`src/rtl/regfile_sequencer.sv`:
```
// Multicycle register-transfer initiator (MOVI/MOV/ADD/AND) driving an 8x16 register file.
// Optional {V,N,Z} flag logic is built only when REGSEQ_FLAGS_EN is defined.
module regfile_sequencer #(
  parameter int DW   = 16,
  parameter int IMMW = 8
) (
  input  logic            clk,
  input  logic            reset,
  input  logic            s,
  input  logic [1:0]      op,
  input  logic [2:0]      rd,
  input  logic [2:0]      rn,
  input  logic [2:0]      rm,
  input  logic [IMMW-1:0] imm,
  input  logic [DW-1:0]   rf_rdata,
  output logic [2:0]      readnum,
  output logic [2:0]      writenum,
  output logic            write,
  output logic [DW-1:0]   data_in,
  output logic            w,
  output logic [2:0]      flags,
  output logic [1:0]      dbg_state
);

  // Handshake: the op is accepted on a rising edge where w=1 and s=1.
  // w stays 0 until the write has been committed by the file.
  localparam logic [1:0] OP_MOVI = 2'b00;
  localparam logic [1:0] OP_MOV  = 2'b01;
  localparam logic [1:0] OP_ADD  = 2'b10;
  localparam logic [1:0] OP_AND  = 2'b11;

  typedef enum logic [1:0] {
    ST_WAIT   = 2'b00,
    ST_READ_N = 2'b01,
    ST_READ_M = 2'b10,
    ST_WRITE  = 2'b11
  } state_t;

  state_t r_state;
  state_t w_next;

  logic [1:0]    r_op;
  logic [2:0]    r_rd;
  logic [2:0]    r_rn;
  logic [2:0]    r_rm;
  logic [DW-1:0] r_a;
  logic [DW-1:0] r_c;
  logic [2:0]    r_readnum_hold;
  logic [2:0]    r_wn_hold;
  logic [DW-1:0] r_din_hold;

  logic [DW-1:0] w_imm_sx;
  logic [DW-1:0] w_sum;
  logic [DW-1:0] w_result;

  assign w_imm_sx  = {{(DW-IMMW){imm[IMMW-1]}}, imm};
  assign w_sum     = r_a + rf_rdata;
  assign dbg_state = r_state;

  always_comb begin
    w_result = rf_rdata;
    case (r_op)
      OP_MOV:  w_result = rf_rdata;
      OP_ADD:  w_result = w_sum;
      OP_AND:  w_result = r_a & rf_rdata;
      default: w_result = rf_rdata;
    endcase
  end

  // State register
  always_ff @(posedge clk or posedge reset) begin
    if (reset) begin
      r_state <= ST_WAIT;
    end else begin
      r_state <= w_next;
    end
  end

  // Next-state logic
  always_comb begin
    w_next = r_state;
    case (r_state)
      ST_WAIT: begin
        if (s) begin
          case (op)
            OP_MOVI: w_next = ST_WRITE;
            OP_MOV:  w_next = ST_READ_M;
            default: w_next = ST_READ_N;
          endcase
        end
      end
      ST_READ_N: w_next = ST_READ_M;
      ST_READ_M: w_next = ST_WRITE;
      ST_WRITE:  w_next = ST_WAIT;
      default:   w_next = ST_WAIT;
    endcase
  end

  // Moore outputs; the hold registers carry the last driven value outside the active state.
  always_comb begin
    write    = 1'b0;
    w        = 1'b0;
    readnum  = r_readnum_hold;
    writenum = r_wn_hold;
    data_in  = r_din_hold;
    case (r_state)
      ST_WAIT:   w = 1'b1;
      ST_READ_N: readnum = r_rn;
      ST_READ_M: readnum = r_rm;
      ST_WRITE: begin
        write    = 1'b1;
        writenum = r_rd;
        data_in  = r_c;
      end
      default: w = 1'b1;
    endcase
  end

  // Operand latches and datapath; MOVI loads C directly at acceptance.
  always_ff @(posedge clk or posedge reset) begin
    if (reset) begin
      r_op           <= '0;
      r_rd           <= '0;
      r_rn           <= '0;
      r_rm           <= '0;
      r_a            <= '0;
      r_c            <= '0;
      r_readnum_hold <= '0;
      r_wn_hold      <= '0;
      r_din_hold     <= '0;
    end else begin
      case (r_state)
        ST_WAIT: begin
          if (s) begin
            r_op <= op;
            r_rd <= rd;
            r_rn <= rn;
            r_rm <= rm;
            if (op == OP_MOVI) begin
              r_c <= w_imm_sx;
            end
          end
        end
        ST_READ_N: begin
          r_a            <= rf_rdata;
          r_readnum_hold <= r_rn;
        end
        ST_READ_M: begin
          r_c            <= w_result;
          r_readnum_hold <= r_rm;
        end
        ST_WRITE: begin
          r_wn_hold  <= r_rd;
          r_din_hold <= r_c;
        end
        default: ;
      endcase
    end
  end

`ifdef REGSEQ_FLAGS_EN
  logic       r_v_pend;
  logic [2:0] r_flags;
  logic       w_add_ovf;

  // Overflow: both addends share a sign that the wrapped sum does not.
  assign w_add_ovf = (r_a[DW-1] == rf_rdata[DW-1]) && (w_sum[DW-1] != r_a[DW-1]);

  always_ff @(posedge clk or posedge reset) begin
    if (reset) begin
      r_v_pend <= 1'b0;
      r_flags  <= 3'b000;
    end else begin
      if (r_state == ST_READ_M) begin
        r_v_pend <= (r_op == OP_ADD) && w_add_ovf;
      end
      if ((r_state == ST_WRITE) && r_op[1]) begin
        r_flags <= {r_v_pend, r_c[DW-1], (r_c == '0)};
      end
    end
  end

  assign flags = r_flags;
`else
  assign flags = 3'b000;
`endif

endmodule

```
`config.mk`:
```
export PLATFORM = sky130hd
export DESIGN_NAME = regfile_sequencer
export DESIGN_NICKNAME = d
export VERILOG_FILES = /design/src/rtl/regfile_sequencer.sv
export SDC_FILE = /design/constraint.sdc
export NUM_CORES = 1
export LEC_CHECK = 0
export BUFFER_PORTS_ARGS = -buffer_cell sky130_fd_sc_hd__buf_2
export CAP_MARGIN = 20
export CORE_ASPECT_RATIO = 1.25
export CORE_MARGIN = 5
export CORE_UTILIZATION = 50
export DETAILED_ROUTE_END_ITERATION = 12
export PLACE_DENSITY = 0.75
export SLEW_MARGIN = 20
export SYNTH_ARGS = -nofsm -noshare
export SYNTH_HDL_FRONTEND = slang
export SYNTH_SLANG_ARGS = --single-unit
```
`constraint.sdc`:
```
create_clock -name clk -period 1.9 [get_ports clk]
set_input_delay 0.095 -clock clk [delete_from_list [all_inputs] [get_ports clk]]
set_output_delay 0.095 -clock clk [all_outputs]
set_load 0.01 [all_outputs]
```
==> results of run 1 <==
stage by stage:
stage / power [mW] / worst slack, ns
2_1_floorplan: 6.03 / 0.00294
4_1_cts: 9.06 / -0.0552
3_3_place_gp: 7.60 / -0.0539
5_1_grt: 10.4 / -0.147
6_report: 9.64 / -0.0497
3_5_place_dp: 7.80 / -0.107
synthesized netlist by cell type (2+ instances only):
library cell and count:
o21ai_0 29, mux2i_1 5, inv_1 12, o211ai_1 5, o31ai_1 7, or3_1 4
a21o_1 3, ha_1 21, nand2_1 36, a21oi_2 2, mux2_2 47, buf_4 3
buf_2 4, nor2_1 19, o22ai_1 3, a311oi_1 5, dfrtp_1 67, a221oi_1 3
o21ai_1 2, nand3b_1 2, xnor2_1 9, a22oi_1 3, a21oi_1 27, buf_1 3
a211oi_1 2, xor2_1 2, clkbuf_1 7, nor3b_1 5
power groups by stage:
stage	Combinational (mW)	Sequential [mW]	Clock (mW)
2_1_floorplan	3.59	2.44	0
3_3_place_gp	5.06	2.54	0
3_5_place_dp	5.21	2.58	0
4_1_cts	5.43	2.58	1.06
5_1_grt	6.54	2.70	1.12
6_report	5.97	2.62	1.04
timing repair:
item | CTS | global route
buffers inserted | 1 | 0
hold buffers | 10 | 0
pin swaps | 5 | 17
gates cloned | 0 | 1
hold endpoints to repair | 76 | 0
setup endpoints to repair | 12 | 31
gates resized for setup | 12 | 48
kinds of logic (layout without fill, tap and decap cells):
family / Yosys count / in the layout / share of synthesized area, %
compound gates: 100 / 100 / 17.2
xor+xnor: 11 / 11 / 2.56
fa+ha+maj: 22 / 22 / 7.52
buf+inv: 30 / 139 / 3.46
flops: 67 / 67 / 44.6
mux: 52 / 52 / 15.4
other cells: 1 / 3 / 0.0998
simple gates: 75 / 75 / 9.12
registers in the layout, indices dropped and copies added (netlist names):
name,flops
r_rn,3
r_rm,3
r_a,16
r_din_hold,16
r_wn_hold,3
dbg_state,2
r_op,2
r_readnum_hold,3
r_rd,3
r_c,16
cell type report:
cell class                 instances  area share (%)
tap                               92            2.32
multi-input combinational        263            44.2
clock buffer                      10            2.77
inverter                          12           0.906
clock inverter                     5           0.604
sequential                        67            33.7
timing repair buffer             112            15.5
path summary, 6_finish.rpt:
path	slack [ns]	cells after the start	endpoint	from
hold reg to reg	0.48	2	r_c[1]$_DFFE_PP0P_	r_c[1]$_DFFE_PP0P_
setup / recovery	-0.05	8	r_c[6]$_DFFE_PP0P_	r_a[0]$_DFFE_PP0N_
max in group asynchronous	1.23	4	dbg_state[1]$_DFFE_PP0P_	reset
min in group asynchronous	0.34	4	r_rd[1]$_DFFE_PP0P_	reset
hold / removal	0.01	2	r_a[15]$_DFFE_PP0N_	rf_rdata[15]
setup reg to reg	-0.05	8	r_c[6]$_DFFE_PP0P_	r_a[0]$_DFFE_PP0N_
worst register-to-register path, stage by stage, from the launching register on:
cell	delay [ns]
dfrtp_1	0.38
ha_2	0.19
fa_2	0.37
a21oi_4	0.18
o21ai_1	0.09
a21oi_1	0.18
xor2_1	0.08
o211a_1	0.22
o31ai_2	0.17
routing by layer:
metal	global-route usage, %	routed length (µm)
met4	9.10	208
met3	4.23	527
met1	26.0	3890
met5	0	0
met2	32.5	4850
==> results.md, run 1 <==
- Outcome: finished with violations
- Violated checks: setup timing
- Peak supply drop: 0.927 mV
- Final WL: 9480 µm
- Total setup violations reported at the end of the flow: 3
- Final Wtd Congestion: 0.895
- CTS tree: done
- Fill cell total of the finished layout: 553
- Initial Util: 51.1%
- Iter 0 DRT Violations: 217
- Clock power frac: 10.8%
- Detailed-router iteration count before antenna repair: 4
- Largest fanout of any net on the critical path: 3
- Die Span X: 87.6 µm
- Number of standard cells after synthesis: 358
- Category of the critical setup timing path: flop to flop
- Count of final hold-check violations: 0
- Proportion of power drawn by flip-flops and latches: 27.2%
- Number of buffers added by the clock tree synthesis step: 9
- Final HPWL DP: 6690 µm
- Instance area after placement: 0.00441 mm²
- Cell-by-cell trace of the critical path: ha_2, fa_2, a21oi_4, o21ai_1, a21oi_1, xor2_1, o211a_1, o31ai_2
- Tcrit/Tclk final: 103%
- Max-slew violation total from the final report: 0
- Post-synth EDFFs: 0
- Total routing usage reported by global routing: 20.3%
- Maximum operating frequency: 513 MHz
- Area added between synthesis and finish: 32.3%
- Commonest non-fill, non-tap cell in the layout: dfrtp_1
- Combined area of the multi-input logic cells: 0.00220 mm²
- Data required time at the worst endpoint: 2.16 ns
- Worst path setup slack after routing: -0.0497 ns
- RSZ-0062 raised after global routing: true
- Post-synth ARST share: 100%
- Clock-pin slew on the worst setup and hold paths: 0.08 ns
- CP arrival: 2.21 ns
- Maximum level of the CTS H-tree: 3
- Post-route DRC: 0
- Sink Count: 67
- Most frequent cells in the layout: dfrtp_1, buf_2, mux2_2, nand2_1, buf_4
- Peak per-stage delay on the critical path: 0.38 ns
- Clock tree root driver cell: clkbuf_8
- Post-layout minimum cycle time: 1.95 ns
- Largest net degree at the start of global routing: 68
- Internal Pwr Total: 5.62 mW
- Sequential cell area fraction in the yosys report: 44.6%
- Ranking of synthesized cells by area: dfrtp_1, mux2_2, ha_1
- Total congestion overflow: 0
- Vertical extent of the die: 107 µm
- Final cell utilization of the core: 67.6%
- Number of global-route vias before repair: 3,095
- Total instance count after detailed placement: 534
- Number of vias in the routed layout: 3,115
- Share of total power in combinational logic: 62.0%
- Setup tns final: -0.110 ns
- Sw Share: 41.7%
- Count of different cell masters after synthesis: 49
- Fraction of layout instances using a drive strength above 1: 44.6%
- Flop and latch count out of synthesis: 67
- Number of antenna repair diodes: 0
- Buffer depth of the longest clock path: 2
- Footprint of the flip-flops and latches: 0.00168 mm²
- Count of buffer and inverter cells on the critical path: 0
- Critical path capture point type: flop
- Number of placement rows: 35
- Core area: 0.00736 mm²
- ANT nets after route: 0
- Power per cell area: 1940 mW/mm²
- Average vias per placed instance: 5.55
- Class of the tightest hold or removal check: input pin to flop
- Total of max-cap violations: 0
- Antenna violations before repair: 0
- Wire length per cell: 16.9 µm
- Average cell area after synthesis: 10.5 µm²
- Synthesis Warnings: 0
- Later-pin clock latency in the skew report: 0.35 ns
- Slowest stage cell, crit path: dfrtp_1
- Switch Pwr: 4.02 mW
- Global-route wire length before repair: 14,800 µm
- Kind of launch point of the worst setup path: flop
- Final Non-Filler Cells: 561
- Post-layout instance area: 0.00497 mm²
- Share of Yosys cell area claimed by the top area cell type: 44.6%
- Maximum clock skew at final layout: 0.0127 ns
- Synth area leader: dfrtp_1
- Dominant register cell in the synthesized netlist: dfrtp_1
- Static leakage: 2.20 nW
- Total I/O pin count: 67
- Worst hold slack: 0.0122 ns
- Number of port buffers: 63
- Area of the die: 0.00936 mm²
- Mapped Area: 0.00376 mm²
- Final nets: 525
- Family with the most delay on the worst path: compound AO/OA/AOI/OAI gates
No activity file was read; power rests on OpenSTA's default activity.
==> run 2: changes to the inputs <==
--- a/config.mk
+++ b/config.mk
@@ -7,11 +7,13 @@
 export LEC_CHECK = 0
 export BUFFER_PORTS_ARGS = -buffer_cell sky130_fd_sc_hd__buf_2
 export CAP_MARGIN = 20
+export CELL_PAD_IN_SITES_DETAIL_PLACEMENT = 1
+export CELL_PAD_IN_SITES_GLOBAL_PLACEMENT = 1
 export CORE_ASPECT_RATIO = 1.25
 export CORE_MARGIN = 5
-export CORE_UTILIZATION = 50
+export CORE_UTILIZATION = 39
 export DETAILED_ROUTE_END_ITERATION = 12
-export PLACE_DENSITY = 0.75
+export PLACE_DENSITY_LB_ADDON = 0.1
 export SLEW_MARGIN = 20
 export SYNTH_ARGS = -nofsm -noshare
 export SYNTH_HDL_FRONTEND = slang
==> run 2 against run 1 <==
Net effect:
- the flow still finishes with violations (setup timing)
- die area increased by 25%
- sequential cell count unchanged
- wire length increased by 15%
- critical endpoint is now r_c[12]$_DFFE_PP0P_
- combinational power rose by 5.4%
- non-clock buffer count rose by 5
- largest power group unchanged
- final area increased by 4.9%
- critical path type unchanged
- sequential share of layout area shrank 1.6 points
- hold slack is essentially flat
==> results.md, run 2 (synthesized netlist as in run 1, its figures left out) <==
- Count of final hold-check violations: 0
- Final Wtd Congestion: 0.930
- Initial Util: 39.5%
- Number of port buffers: 63
- Global-route wire length before repair: 17,700 µm
- Fill cell total of the finished layout: 1,076
- Core area: 0.00951 mm²
- Number of antenna repair diodes: 0
- Placement-stage worst setup slack: -0.116 ns
- Regs by FF count: r_a (16), r_c (16), r_din_hold (16)
- Total routing usage reported by global routing: 19.1%
- Count of cells along the worst hold path: 2
- Clock tree root driver cell: clkbuf_16
- Wire length per cell: 18.1 µm
- Fraction of layout instances using a drive strength above 1: 44.8%
- Tightest Pin Transition: 0.616 ns
- Launch point of the worst reg-to-reg path: r_a[0]$_DFFE_PP0N_
- Kind of launch point of the worst setup path: flop
- Maximum level of the CTS H-tree: 3
- Average vias per placed instance: 5.30
- Final WL: 10,900 µm
- Number of global-route vias before repair: 3,410
- Final cell utilization of the core: 54.8%
- Number of buffers added by the clock tree synthesis step: 9
- Iter 0 DRT Violations: 134
- Post-layout minimum cycle time: 1.99 ns
- Instance area after placement: 0.00453 mm²
- Critical path capture point type: flop
- Final HPWL DP: 7860 µm
- Violated checks: setup timing
- Post-layout instance area: 0.00521 mm²
- Max-slew violation total from the final report: 0
- Static leakage: 2.32 nW
- Worst-case hold path end point: r_rd[0]$_DFFE_PP0P_
- Data required time at the worst endpoint: 2.16 ns
- Outcome: finished with violations
- Final nets: 530
- Number of cell instances on the worst register-to-register path: 8
- Total of max-cap violations: 0
- Maximum operating frequency: 504 MHz
- Commonest non-fill, non-tap cell in the layout: dfrtp_1
- Most frequent cells in the layout: dfrtp_1, buf_2, mux2_2, buf_4, nand2_1
- Slew Limit Headroom: 58.9%
- Critical path launch point: r_a[0]$_DFFE_PP0N_
- Power per cell area: 2050 mW/mm²
- RSZ-0062 raised after global routing: true
- Sink Count: 67
- Total congestion overflow: 0
- Final Non-Filler Cells: 601
- Class of the tightest hold or removal check: input pin to flop
- Peak supply drop: 0.629 mV
- Later-pin clock latency in the skew report: 0.34 ns
- Maximum clock skew at final layout: 0.00446 ns
- Clock-pin slew on the worst setup and hold paths: 0.06 ns
- Post-route DRC: 0
- R2R Path End: r_c[12]$_DFFE_PP0P_
- CTS tree: done
- ANT nets after route: 0
- Tcrit/Tclk final: 105%
- Number of placement rows: 40
- Antenna violations before repair: 0
- Category of the critical setup timing path: flop to flop
- Total instance count after detailed placement: 573
- Worst path setup slack after routing: -0.0855 ns
- Worst hold slack: 0.0120 ns
- Largest fanout of any net on the critical path: 3
- Total I/O pin count: 67
- Detailed-router iteration count before antenna repair: 4
- Die Span X: 97.8 µm
- Number of vias in the routed layout: 3,184
- Worst-case register-to-register setup slack: -0.09 ns
- Start point of the worst hold path: rd[0]
- Vertical extent of the die: 120 µm
- Total setup violations reported at the end of the flow: 6
- Area added between synthesis and finish: 38.7%
- CP arrival: 2.25 ns
- Largest net degree at the start of global routing: 35
- Area of the die: 0.0117 mm²
- Buffer depth of the longest clock path: 2
run 2: worst max-delay path: stages, from the launching register on:
cell      delay [ns]
dfrtp_1         0.34
ha_2            0.19
fa_2            0.23
a21oi_4         0.08
o211ai_2        0.26
nand3_1         0.11
o22ai_1         0.20
mux2_2          0.37
o21ai_1         0.12
run 2: worst max-delay path by stage:
stage | end | slack (ns) | cells past startpoint
after floorplan | r_readnum_hold[2]$_DFF_PP0_ | 0.003 | 6
after detailed placement | r_c[5]$_DFFE_PP0P_ | -0.12 | 7
final | r_c[12]$_DFFE_PP0P_ | -0.09 | 8
after CTS | r_c[6]$_DFFE_PP0P_ | -0.11 | 8
after global routing | r_c[12]$_DFFE_PP0P_ | -0.22 | 7
after global placement | r_c[5]$_DFFE_PP0P_ | -0.07 | 7
run 2: per-layer routing:
layer  global-route usage, %  vias to the layer above  part of all wire (%)
li1                        -                     1515                     -
met1                    25.0                     1588                    45
met2                    30.9                       64                    49
met3                    3.26                       17                   3.1
met4                    8.57                        0                   2.4
met5                       0                        -                     0
run 2: power by group:
part,total (mW),switching [mW],internal [mW]
sequential,2.57,0.391,2.18
clock,1.85,0.627,1.22
combinational,6.29,3.30,2.99
total,10.7,4.32,6.39
run 2: area by class of cell:
class                      instances  area, µm²  area share, %
tap                              126        158           3.02
sequential                        67       1680           32.2
multi-input combinational        263       2200           42.2
timing repair buffer             117        805           15.4
clock inverter                     4       72.6           1.39
clock buffer                      12        256           4.92
inverter                          12       45.0          0.864
run 2: metrics by stage:
stage | power (mW) | setup TNS [ns]
2_1_floorplan | 6.03 | 0
3_3_place_gp | 7.94 | -0.255
3_5_place_dp | 8.10 | -0.808
4_1_cts | 10.3 | -0.480
5_1_grt | 11.5 | -1.04
6_report | 10.7 | -0.189
run 2: what timing repair did:
item | CTS | global route
endpoints found under the hold margin | 33 | 0
setup buffers | 0 | 3
hold buffers | 9 | 0
pin swaps | 11 | 27
resized for setup | 24 | 32
endpoints found under the setup margin | 14 | 17
==> run 3: changes to the inputs <==
--- a/config.mk
+++ b/config.mk
@@ -5,14 +5,14 @@
 export SDC_FILE = /design/constraint.sdc
 export NUM_CORES = 1
 export LEC_CHECK = 0
-export BUFFER_PORTS_ARGS = -buffer_cell sky130_fd_sc_hd__buf_2
 export CAP_MARGIN = 20
 export CELL_PAD_IN_SITES_DETAIL_PLACEMENT = 1
 export CELL_PAD_IN_SITES_GLOBAL_PLACEMENT = 1
 export CORE_ASPECT_RATIO = 1.25
 export CORE_MARGIN = 5
-export CORE_UTILIZATION = 39
+export CORE_UTILIZATION = 45
 export DETAILED_ROUTE_END_ITERATION = 12
+export DONT_BUFFER_PORTS = 1
 export PLACE_DENSITY_LB_ADDON = 0.1
 export SLEW_MARGIN = 20
 export SYNTH_ARGS = -nofsm -noshare
==> run 3 against run 2 <==
Net effect:
- the run ends with hold timing, setup timing left
- fmax fell by 0.85%
- sequential cell count is the same
- clock power down 34%
- core utilization rose by 6.0 points
- combinational power is 3% lower
- non-clock buffer count shrank 39
- die area fell by 12%
- count of clock-buffer cells in the layout decreased by 2
- sequential share of layout area up 1.5 points
- wire length down 0.61%
- register-to-register slack got worse by 0.02 ns
- critical path type unchanged
- largest cell class unchanged
==> results.md, run 3 (synthesized netlist as in run 1, its figures left out) <==
- Later-pin clock latency in the skew report: 0.36 ns
- Number of placement rows: 37
- Number of vias in the routed layout: 3,054
- Worst-case hold path end point: r_a[0]$_DFFE_PP0N_
- Total congestion overflow: 0
- Final cell utilization of the core: 60.8%
- Fill cell total of the finished layout: 864
- Area of the die: 0.0103 mm²
- Average vias per placed instance: 5.73
- Maximum level of the CTS H-tree: 3
- Met2 Track Usage GR: 34.6%
- Static leakage: 2.09 nW
- Class of the tightest hold or removal check: input pin to flop
- Number of buffers added by the clock tree synthesis step: 9
- Maximum operating frequency: 499 MHz
- Wire length per cell: 20.3 µm
- Maximum clock skew at final layout: 0.0124 ns
- R2R Path End: r_c[12]$_DFFE_PP0P_
- Critical path capture point type: flop
- GR Util met1: 28.4%
- Power per cell area: 1990 mW/mm²
- Detailed-router iteration count before antenna repair: 4
- Iter 0 DRT Violations: 165
- RSZ-0062 raised after global routing: true
- CTS tree: done
- Slew Limit Headroom: 65.6%
- Most frequent cells in the layout: dfrtp_1, mux2_2, buf_4, nand2_1, dlygate4sd3_1
- Total routing usage reported by global routing: 21.4%
- Count of final hold-check violations: 2
- Largest net degree at the start of global routing: 25
- Total setup violations reported at the end of the flow: 8
- Critical path launch point: r_a[0]$_DFFE_PP0N_
- Peak supply drop: 0.766 mV
- Category of the critical setup timing path: flop to flop
- Final WL: 10,800 µm
- Outcome: finished with violations
- Post-layout instance area: 0.00499 mm²
- Instance area after placement: 0.00417 mm²
- Final HPWL DP: 7410 µm
- Start point of the worst hold path: rf_rdata[0]
- Area added between synthesis and finish: 32.7%
- Number of antenna repair diodes: 0
- Final nets: 491
- Antenna violations before repair: 0
- Routing layer with the top usage in global route: met2
- Buffer depth of the longest clock path: 2
- Sink Count: 67
- Tcrit/Tclk final: 105%
- Core area: 0.00819 mm²
- Worst hold slack: -0.102 ns
- Die Span X: 91.7 µm
- Launch point of the worst reg-to-reg path: r_a[0]$_DFFE_PP0N_
- Count of cells along the worst hold path: 1
- Largest fanout of any net on the critical path: 3
- Commonest non-fill, non-tap cell in the layout: dfrtp_1
- Global-route wire length before repair: 17,400 µm
- Worst path setup slack after routing: -0.103 ns
- Total I/O pin count: 67
- Max-slew violation total from the final report: 0
- Met3 track utilization from global routing: 5.56%
- Post-route DRC: 0
- Clock tree root driver cell: clkbuf_8
- Vertical extent of the die: 112 µm
- Total of max-cap violations: 0
- Number of cell instances on the worst register-to-register path: 9
- Fraction of layout instances using a drive strength above 1: 35.3%
- Clock-pin slew on the worst setup and hold paths: 0.08 ns
- Kind of launch point of the worst setup path: flop
- Initial Util: 45.9%
- CP arrival: 2.30 ns
- Data required time at the worst endpoint: 2.20 ns
- Number of global-route vias before repair: 3,265
- Number of port buffers: 0
- Worst-case register-to-register setup slack: -0.10 ns
- Post-layout minimum cycle time: 2.00 ns
- Regs by FF count: r_a (16), r_c (16), r_din_hold (16)
- Violated checks: hold timing, setup timing
- Overall power: 9.93 mW
- Tightest Pin Transition: 0.515 ns
- Final Wtd Congestion: 0.874
- Hold-fix buffers at CTS: 30
- ANT nets after route: 0
[run 3: changes by cell type in the layout (fill, tap and decap cells not counted), sizes merged]
cell         change
bufinv           -1
buf             -60
dlygate4sd3     +21
clkbuf           -2
clkinvlp         +3
[run 3: power by group]
group	switching, mW	internal (mW)	leakage, nW
Clock	0.594	0.638	0.0905
Combinational	3.19	2.92	1.20
Sequential	0.398	2.18	0.796
Total	4.19	5.74	2.09
[run 3: how the worst max path moves through the flow]
stage / end / depth (start not counted) / slack, ns
after global routing: r_c[10]$_DFFE_PP0P_ / 9 / -0.20
after floorplan: r_readnum_hold[2]$_DFF_PP0_ / 6 / 0.003
after detailed placement: r_c[6]$_DFFE_PP0P_ / 8 / -0.15
after global placement: r_c[6]$_DFFE_PP0P_ / 8 / -0.06
final: r_c[12]$_DFFE_PP0P_ / 9 / -0.10
after CTS: r_c[14]$_DFFE_PP0P_ / 9 / -0.08
[run 3: final cells by class]
| class | instances | area (µm²) | share of cell area (%) |
|---|---|---|---|
| inverter | 12 | 45.0 | 0.903 |
| tap | 97 | 121 | 2.43 |
| multi-input combinational | 263 | 2230 | 44.7 |
| clock buffer | 10 | 138 | 2.76 |
| timing repair buffer | 78 | 709 | 14.2 |
| clock inverter | 6 | 65.1 | 1.30 |
| sequential | 67 | 1680 | 33.7 |
[run 3: per-layer routing]
layer	wire length [µm]	up-vias	share of wire, %
met4	125	0	1.2
li1	-	1436	-
met3	587	9	5.4
met5	0	-	0
met2	5310	68	49
met1	4810	1541	44
[run 3: critical path, cell delays in order (launching register included)]
cell,delay [ns]
dfrtp_1,0.38
ha_2,0.19
fa_2,0.38
a21oi_4,0.18
buf_4,0.13
o211ai_2,0.10
nand3_1,0.11
o22ai_1,0.08
mux2_2,0.28
o21ai_1,0.11
[run 3: repair_timing]
item / 4_1_cts / 5_1_grt
buffers inserted: 1 / 4
endpoints found under the setup margin: 12 / 20
hold endpoints to repair: 56 / 1
pin swaps: 10 / 26
gates resized for setup: 21 / 38
[run 3: per-stage QoR]
stage	setup WS (ns)	cells	hold slack (ns)	TNS [ns]
after floorplan	0.00294	360	0.245	0
after global routing	-0.205	533	-0.105	-1.69
after detailed placement	-0.148	482	0.0378	-0.498
after global placement	-0.0622	482	0.0317	-0.199
final	-0.103	533	-0.102	-0.517
after CTS	-0.0828	529	-0.108	-0.220
